`config.mk`:
```
export PLATFORM = sky130hd
export DESIGN_NAME = posit_mul_seq
export DESIGN_NICKNAME = d
export VERILOG_FILES = /design/src/rtl/posit_pkg.sv /design/src/rtl/posit_encode.sv /design/src/rtl/posit_mul_seq.sv
export SDC_FILE = /design/constraint.sdc
export NUM_CORES = 1
export LEC_CHECK = 0
export ABC_AREA = 1
export CAP_MARGIN = 30
export CORE_MARGIN = 2
export CORE_UTILIZATION = 38
export CTS_BUF_LIST = sky130_fd_sc_hd__clkbuf_4 sky130_fd_sc_hd__clkbuf_8
export CTS_CLUSTER_DIAMETER = 80
export CTS_CLUSTER_SIZE = 30
export DETAILED_ROUTE_END_ITERATION = 16
export DONT_BUFFER_PORTS = 1
export GPL_TIMING_DRIVEN = 1
export SETUP_SLACK_MARGIN = 0.1
export SLEW_MARGIN = 20
export SYNTH_ARGS = -nofsm -noshare
export SYNTH_HDL_FRONTEND = slang
export SYNTH_SLANG_ARGS = --single-unit
```
`constraint.sdc`:
```
create_clock -name clk -period 29.3 [get_ports clk]
set_clock_uncertainty 0.15 [all_clocks]
set_input_delay 5.86 -clock clk [delete_from_list [all_inputs] [get_ports clk]]
set_output_delay 5.86 -clock clk [all_outputs]
set_load 0.1 [all_outputs]
```
`src/rtl/posit_pkg.sv`:
```
// posit_pkg: shared posit widths, constants, FSM state type and operand decode.
package posit_pkg;

  function automatic int unsigned posit_rs(input int unsigned n);
    return $clog2(n);
  endfunction

  localparam int unsigned PN  = 32;
  localparam int unsigned PES = 4;
  localparam int unsigned PMW = PN - PES - 2;
  localparam int unsigned PSW = posit_rs(PN) + PES + 3;

  localparam logic [PN-1:0] NAR    = {1'b1, {(PN-1){1'b0}}};
  localparam logic [PN-1:0] ZERO   = '0;
  localparam logic [PN-1:0] MAXPOS = {1'b0, {(PN-1){1'b1}}};
  localparam logic [PN-1:0] MINPOS = {{(PN-1){1'b0}}, 1'b1};

  typedef enum logic [2:0] {
    ST_IDLE,
    ST_DECODE,
    ST_MUL,
    ST_ROUND,
    ST_DONE
  } posit_mul_state_t;

  typedef struct packed {
    logic                  sign;
    logic signed [PSW-1:0] scale;
    logic [PMW-1:0]        sig;
    logic                  is_nar;
    logic                  is_zero;
  } posit_dec_t;

  // Split a posit into sign, scale (k*2^ES + e) and significand 1.f left-aligned.
  function automatic posit_dec_t posit_decode(input logic [PN-1:0] p);
    posit_dec_t    d;
    logic [PN-2:0] a;
    logic          r0;
    logic          run;
    int unsigned   m;
    int            k;
    logic [PN-4:0] body;
    d.is_nar  = (p == NAR);
    d.is_zero = (p == ZERO);
    d.sign    = p[PN-1];
    // Low N-1 bits of the two's complement of p
    a   = (p[PN-2:0] ^ {(PN-1){p[PN-1]}}) + {{(PN-2){1'b0}}, p[PN-1]};
    r0  = a[PN-2];
    run = 1'b1;
    m   = 0;
    for (int unsigned i = 0; i < PN - 1; i++) begin
      if (run && (a[PN-2-i] == r0)) m = m + 1;
      else run = 1'b0;
    end
    // Drop regime run plus terminator; a[PN-2:PN-3] always belong to the regime
    body    = a[PN-4:0] << (m - 1);
    k       = r0 ? (int'(m) - 1) : -int'(m);
    d.scale = PSW'(k * int'(2**PES) + int'(body[PN-4 -: PES]));
    d.sig   = {1'b1, body[PN-4-PES:0]};
    return d;
  endfunction

endpackage

```
`src/rtl/posit_encode.sv`:
```
// posit_encode: {sign, scale, raw product significand} -> rounded, saturated posit.
module posit_encode
  import posit_pkg::*;
#(
  parameter int unsigned N  = PN,
  parameter int unsigned ES = PES,
  parameter int unsigned MW = N - ES - 2,
  parameter int unsigned SW = posit_rs(N) + ES + 3
) (
  input  logic                 sign,
  input  logic signed [SW-1:0] scale,
  input  logic [2*MW-1:0]      sig,
  output logic [N-1:0]         result
);
  localparam int unsigned FW = 2 * MW - 1;
  localparam int unsigned KW = SW - ES;
  localparam int unsigned VW = 2 + ES + FW + N;
  localparam logic signed [KW-1:0] K_SAT_HI = KW'(N - 2);
  localparam logic signed [KW-1:0] K_SAT_LO = KW'(-(int'(N) - 2));

  logic signed [SW-1:0] s_adj;
  logic [FW-1:0]        frac;
  logic signed [KW-1:0] k;
  logic [ES-1:0]        e;
  int                   amt;
  logic [VW-1:0]        vec;
  logic [N-2:0]         body;
  logic                 guard;
  logic                 sticky;
  logic [N-2:0]         mag;

  // Normalise to [1,2), build regime/exponent/fraction string, round RNE, saturate, apply sign
  always_comb begin
    s_adj = scale + $signed({{(SW-1){1'b0}}, sig[2*MW-1]});
    frac  = sig[2*MW-1] ? sig[2*MW-2:0] : {sig[2*MW-3:0], 1'b0};
    k     = s_adj[SW-1:ES];
    e     = s_adj[ES-1:0];
    amt   = k[KW-1] ? (-int'(k) - 1) : int'(k);
    // Positive k: arithmetic shift of "10" replicates the ones of the regime run.
    // Negative k: logical shift of "01" supplies the zeros of the run.
    if (k[KW-1]) vec = {2'b01, e, frac, {N{1'b0}}} >> amt;
    else         vec = $unsigned($signed({2'b10, e, frac, {N{1'b0}}}) >>> amt);
    body   = vec[VW-1 -: N-1];
    guard  = vec[VW-N];
    sticky = |vec[VW-N-1:0];
    mag    = body + {{(N-2){1'b0}}, guard & (sticky | body[0])};
    if (k >= K_SAT_HI)     mag = MAXPOS[N-2:0];
    else if (k < K_SAT_LO) mag = MINPOS[N-2:0];
    result = sign ? ('0 - {1'b0, mag}) : {1'b0, mag};
  end

endmodule

```
`src/rtl/posit_mul_seq.sv`:
```
// posit_mul_seq: multi-cycle posit multiplier, one significand bit per cycle.
module posit_mul_seq
  import posit_pkg::*;
#(
  parameter int unsigned N  = PN,
  parameter int unsigned ES = PES,
  parameter int unsigned MW = N - ES - 2
) (
  input  logic         clk,
  input  logic         rst,
  input  logic         in_valid,
  output logic         in_ready,
  input  logic [N-1:0] IN1,
  input  logic [N-1:0] IN2,
  output logic         out_valid,
  input  logic         out_ready,
  output logic [N-1:0] OUT
);
  localparam int unsigned SW = posit_rs(N) + ES + 3;
  localparam int unsigned CW = $clog2(MW);

  posit_mul_state_t     state_q;
  posit_mul_state_t     state_d;
  logic [N-1:0]         in1_q;
  logic [N-1:0]         in2_q;
  posit_dec_t           d1;
  posit_dec_t           d2;
  logic                 special;
  logic                 sign_q;
  logic signed [SW-1:0] scale_q;
  logic [2*MW-1:0]      mcand_q;
  logic [MW-1:0]        mplier_q;
  logic [2*MW-1:0]      acc_q;
  logic [CW-1:0]        cnt_q;
  logic                 mul_last;
  logic [N-1:0]         out_q;
  logic [N-1:0]         enc_out;

  // Decode both registered operands
  always_comb begin
    d1       = posit_decode(in1_q);
    d2       = posit_decode(in2_q);
    special  = d1.is_nar | d2.is_nar | d1.is_zero | d2.is_zero;
    mul_last = (cnt_q == CW'(MW - 1));
  end

  posit_encode #(
    .N (N),
    .ES(ES),
    .MW(MW),
    .SW(SW)
  ) u_encode (
    .sign  (sign_q),
    .scale (scale_q),
    .sig   (acc_q),
    .result(enc_out)
  );

  // State register
  always_ff @(posedge clk) begin
    if (rst) state_q <= ST_IDLE;
    else     state_q <= state_d;
  end

  // Next-state logic
  always_comb begin
    state_d = state_q;
    case (state_q)
      ST_IDLE:   if (in_valid) state_d = ST_DECODE;
      ST_DECODE: state_d = special ? ST_DONE : ST_MUL;
      ST_MUL:    if (mul_last) state_d = ST_ROUND;
      ST_ROUND:  state_d = ST_DONE;
      ST_DONE:   if (out_ready) state_d = ST_IDLE;
      default:   state_d = ST_IDLE;
    endcase
  end

  // Outputs
  always_comb begin
    in_ready  = (state_q == ST_IDLE) && !rst;
    out_valid = (state_q == ST_DONE);
    OUT       = out_q;
  end

  // Datapath: operand capture, special results, shift-add, rounded result
  always_ff @(posedge clk) begin
    if (rst) begin
      in1_q    <= '0;
      in2_q    <= '0;
      sign_q   <= 1'b0;
      scale_q  <= '0;
      mcand_q  <= '0;
      mplier_q <= '0;
      acc_q    <= '0;
      cnt_q    <= '0;
      out_q    <= '0;
    end else begin
      case (state_q)
        ST_IDLE: begin
          if (in_valid) begin
            in1_q <= IN1;
            in2_q <= IN2;
          end
        end
        ST_DECODE: begin
          sign_q   <= d1.sign ^ d2.sign;
          scale_q  <= d1.scale + d2.scale;
          mcand_q  <= {{MW{1'b0}}, d1.sig};
          mplier_q <= d2.sig;
          acc_q    <= '0;
          cnt_q    <= '0;
          if (d1.is_nar || d2.is_nar)       out_q <= NAR;
          else if (d1.is_zero || d2.is_zero) out_q <= ZERO;
        end
        ST_MUL: begin
          // Multiplier shifts right and multiplicand left each cycle, so testing
          // bit 0 and adding mcand_q equals testing bit[cnt] and adding mcand<<cnt.
          if (mplier_q[0]) acc_q <= acc_q + mcand_q;
          mplier_q <= mplier_q >> 1;
          mcand_q  <= mcand_q << 1;
          cnt_q    <= cnt_q + 1'b1;
        end
        ST_ROUND: out_q <= enc_out;
        default: ;
      endcase
    end
  end

endmodule
```
==> results_dict.tcl, run 1 <==
set metrics [dict create \
    status "finished, final reports clean" \
    period_needed_ps 21950 \
    nets 6002 \
    clkTransAtPathRegs_ps 130 \
    rsz0062_at_grt "no" \
    syn_area_per_cell_sq_um 5.55 \
    ctsHoldBuffers 0 \
    finalCritPeriodShare_pct 74.9 \
    core_sq_um 86600 \
    grt_max_degree 174 \
    ys_seq_elements 247 \
    finalWeightedCongestion 1.01 \
    yosysUniqueCellTypes 80 \
    fin_setup_tns_ps 0 \
    fp.dieArea_sq_um 89600 \
    critPathSlowestCell "buf_4" \
    finalMaxSlewViolations 0 \
    cts_tree "done" \
    worst_pin_slew_ps 1020 \
    dr.pass1.iters 8 \
    cts.htree.levels 1 \
    drv_cap 0 \
    clock-sinks 247 \
    ant_nets 0 \
    gr-total-overflow 0 \
    ys.flop_type "dfxtp_1" \
    grt_pass1_wl_um 166000 \
    critPathKind "reg -> reg" \
    drtIter0Drc 3010 \
    clk_latency_ps 680 \
    min_path_type "reg -> reg" \
    synth_area_leader_cell "nand2_1" \
    slew_headroom_pct 31.8 \
    required_ps 29730 \
    critical_path.max_fanout 40 \
    syn_inst 5968 \
    rows 108 \
    post_cts_buffers 0 \
    routed_wl_um 99900 \
    numPortBuffers 0 \
    cts_resized 0 \
    synth_edf_count 0 \
    drive_gt1_share_pct 8.00 \
    die_h_um 299 \
    synth_area_leaders "nand2_1 (18%), dfxtp_1 (15%), nand3_1 (10%), inv_1 (9.1%), o21ai_0 (7.5%)" \
    clock-root-buffer "clkbuf_8" \
    synth-async-reset-ratio_pct 0 \
    synth.top_cell.area_share_pct 18.1 \
    setup_viol_count_final 0 \
    grt_pass1_vias 32900 \
    hold_violations 0 \
    endpoint_kind "flip-flop" \
    start_util_pct 38.2 \
    cp_slowest_stage_delay_ps 600 \
    crit_arrival_ps 22380 \
    antenna_found_initial 3 \
    via_count 36300 \
    drc 0 \
    synthToLayoutAreaGrowth_pct 4.28 \
    syn-num-nets 6171 \
    io_pins 102 \
    via_per_inst 5.21 \
    die_w_um 299 \
    grt_usage_pct 21.8 \
    cts_buffer_depth 3 \
    numCtsBuffers 22 \
    cp_common_cell "nand2_1" \
    wire_per_inst_um 14.3 \
    synth_area_sq_um 33100 \
    cp-start-kind "flip-flop" \
    yosysSeqAreaShare_pct 14.9 \
    yosysWarningCount 0 \
    dp_hpwl_um 78400 \
    clock.fmax_mhz 45.6 \
]
## synthesized netlist by cell type, drive strengths merged, types with 11 or more instances
cell type  count
nor2         516
buf           68
xnor2         38
nand3        728
xor2         111
o21bai        21
mux2i         12
clkbuf       174
clkinv        11
nor4          21
dfxtp        247
nand3b        28
a31oi         33
nand4        130
nor3          50
o211ai        12
nand2       1709
and2          14
a21oi        378
o21ai        513
ha           133
o22ai         34
or2           81
inv          844
## final cells by class
cell class / instances / area [sq um]
Tap cell: 1155 / 1450
Clock buffer: 22 / 303
Clock inverter: 18 / 245
Fill cell: 9666 / 52100
Multi-Input combinational cell: 4622 / 23900
Inverter: 855 / 3220
Timing Repair Buffer: 51 / 527
Antenna cell: 1 / 2.50
Sequential cell: 247 / 4950
## worst max-delay path, delay by kind of cell (launching register included)
kind	cells	cell delay (ps)
simple gates	72	8790
compound gates	12	2160
xor+xnor	2	230
flops	1	330
buf+inv	19	2060
fa+ha+maj	30	8020
## final timing paths
kind,end,from,depth (start not counted),slack [ps]
max,scale_q[11],in1_q[31],135,7350
min,mplier_q[3],mplier_q[4],2,320
max reg2reg,scale_q[11],in1_q[31],135,7350
min reg2reg,mplier_q[3],mplier_q[4],2,320
## cells by family after synthesis
family | Yosys count | share of synthesized area [%]
AOI/OAI and AO/OA | 1043 | 16.9
xor gates and xnor gates | 149 | 4.36
adders and majority gates | 135 | 5.14
buffers and inverters | 1099 | 13.4
DFF | 247 | 14.9
muxes | 12 | 0.363
and+or+nand+nor | 3283 | 44.9
## placed cells by master (no fill, tap or decap), types with 34 or more instances in the layout
cell / netlist / routed
nand2_1: 1596 / 1594
inv_1: 807 / 806
nand3_1: 668 / 667
o21ai_0: 497 / 497
nor2_1: 482 / 473
a21oi_1: 372 / 371
dfxtp_1: 247 / 245
ha_1: 133 / 133
nand4_1: 128 / 128
nand2_2: 103 / 105
xor2_1: 98 / 95
or2_2: 79 / 79
nand3_2: 56 / 56
nor3_1: 47 / 45
buf_4: 12 / 41
xnor2_1: 37 / 37
nor2_2: 28 / 35
inv_2: 33 / 34
o22ai_1: 34 / 34
## metrics by stage
stage          instances  utilization (%)  setup WS [ps]  area, sq um  hold WS (ps)
2_1_floorplan       5968                -          10070        33100           287
3_3_place_gp        6921             39.0           7400        33800           302
3_5_place_dp        6925             39.1           7270        33900           312
4_1_cts             6965             39.8           7190        34500           328
5_1_grt             6971             39.9           5280        34500           349
6_report            6971             39.9           7350        34500           321
## flip-flops by register name (all words and copies together), names as in the netlist, 5 cells and up
register,flops
acc_q,52
mcand_q,52
OUT,32
in1_q,32
in2_q,32
mplier_q,26
scale_q,12
cnt_q,5
## layer usage
metal  track usage, %  up-vias  wire length, um
met5                0        -               29
li1                 -    19100                -
met4             4.62        4             2150
met3             2.33      131             5220
met1             31.2    16300            49300
met2             35.1      842            43300
Power of run 1 is left out: the tool's default activity adds up to more than one toggle a clock period on the data nets, which glitch-free logic cannot reach.
==> run 2, diff against run 1 <==
==> constraint.sdc (replaced) <==
create_clock -name clk -period 21.9 [get_ports clk]
set_clock_uncertainty 0.15 [all_clocks]
set_input_delay 4.38 -clock clk [delete_from_list [all_inputs] [get_ports clk]]
set_output_delay 4.38 -clock clk [all_outputs]
set_load 0.1 [all_outputs]
==> results_dict.tcl, run 2 (synthesized netlist as in run 1, its figures left out) <==
set metrics [dict create \
    status "finished, final reports clean" \
    gr-total-overflow 0 \
    drc 0 \
    die_h_um 299 \
    instances_no_fill 7027 \
    required_ps 22300 \
    grt_pass1_wl_um 163000 \
    grt_pass1_vias 32100 \
    routed_wl_um 100000 \
    critPathKind "reg -> reg" \
    cp-start-kind "flip-flop" \
    cts_buffer_depth 3 \
    nets 6054 \
    finalCritPeriodShare_pct 92.7 \
    ant_nets 0 \
    hold_violations 0 \
    crit_arrival_ps 20700 \
    core_sq_um 86600 \
    start_util_pct 38.2 \
    design_area_sq_um 35300 \
    setup_viol_count_final 0 \
    hold_slack_ps 327 \
    cts.htree.levels 1 \
    finalWeightedCongestion 0.995 \
    drv_cap 0 \
    clk_latency_ps 680 \
    drtIter0Drc 2910 \
    die_w_um 299 \
    dp_hpwl_um 77400 \
    via_count 36600 \
    cts_tree "done" \
    fp.dieArea_sq_um 89600 \
    clock-sinks 247 \
    io_pins 102 \
    fillers 9629 \
    cp_common_cell "nand2_1" \
    via_per_inst 5.20 \
    min_path_type "reg -> reg" \
    slew_headroom_pct 31.0 \
    grt_max_degree 174 \
    layout_common_cells "nand2_1 (1,584), inv_1 (806), nand3_1 (657)" \
    top_regs "acc_q x52, mcand_q x52" \
    critical_path.max_fanout 34 \
    critPathSlowestCell "inv_1" \
    dp.cells 6930 \
    rows 108 \
    grt_usage_pct 21.4 \
    period_needed_ps 20300 \
    mostFrequentLayoutCell "nand2_1" \
    clock-root-buffer "clkbuf_8" \
    utilization_pct 40.8 \
    dr.pass1.iters 9 \
    clock.fmax_mhz 49.3 \
    placed_area_sq_um 33900 \
    worst_pin_slew_ps 1030 \
    numPortBuffers 0 \
    synthToLayoutAreaGrowth_pct 6.69 \
    endpoint_kind "flip-flop" \
    multi_input_area_sq_um 24200 \
    numCtsBuffers 22 \
    wire_per_inst_um 14.3 \
    ctsHoldBuffers 0 \
    cp_slowest_stage_delay_ps 760 \
    antenna_found_initial 1 \
    drive_gt1_share_pct 9.85 \
    register_area_sq_um 4950 \
    clkTransAtPathRegs_ps 130 \
    finalMaxSlewViolations 0 \
]
[run 2: cell count changes in the layout (fill, tap and decap cells not counted), sizes merged]
cell,previous run,this run
clkinvlp,2,3
inv,852,849
bufinv,1,0
buf,50,94
nor2,516,520
clkinv,18,19
clkbuf,23,29
diode,1,5
[run 2: through the flow]
| step | TNS [ps] | setup WS (ps) |
|---|---|---|
| 6_report | 0 | 1600 |
| 5_1_grt | -38.4 | -38.4 |
| 4_1_cts | 0 | 320 |
| 3_5_place_dp | 0 | 412 |
| 3_3_place_gp | 0 | 493 |
| 2_1_floorplan | 0 | 2670 |
[run 2: path summary, 6_finish.rpt]
kind                                 from           to  slack (ps)  cells past startpoint
worst max register to register  in2_q[31]  scale_q[11]        1600                    124
worst max-delay path            in2_q[31]  scale_q[11]        1600                    124
worst min register to register   cnt_q[4]     cnt_q[4]         330                      1
worst min-delay path             cnt_q[4]     cnt_q[4]         330                      1
[run 2: metal layers]
metal	up-vias	global-route usage (%)	part of all wire (%)
met5	-	0	0
met4	0	4.14	1.9
met3	110	2.36	5.7
met2	922	35.1	44
met1	16400	30.3	48
li1	19200	-	-
[run 2: cell type report]
cell class              count  area share (%)
repair buffers             98            2.63
flip-flops and latches    247            14.0
inverters                 855            9.14
repair inverters            1          0.0319
multi-input cells        4626            68.5
diodes                      5          0.0354
well taps                1155            4.09
clock inverters            15           0.605
clock buffers              25           0.973
[run 2: timing repair]
item	in CTS	in global routing
setup endpoints to repair	0	12
resized for setup	0	94
buffers inserted	0	40
[run 2: worst max-delay path, delay by kind of cell, from the launching register on]
family / cells / cell delay (ps)
and+or+nand+nor: 65 / 7710
buffers and inverters: 12 / 1650
DFF: 1 / 390
adders and majority gates: 30 / 7920
xor gates and xnor gates: 2 / 240
AOI/OAI and AO/OA: 15 / 2020
Power of run 2 is left out for the same reason.
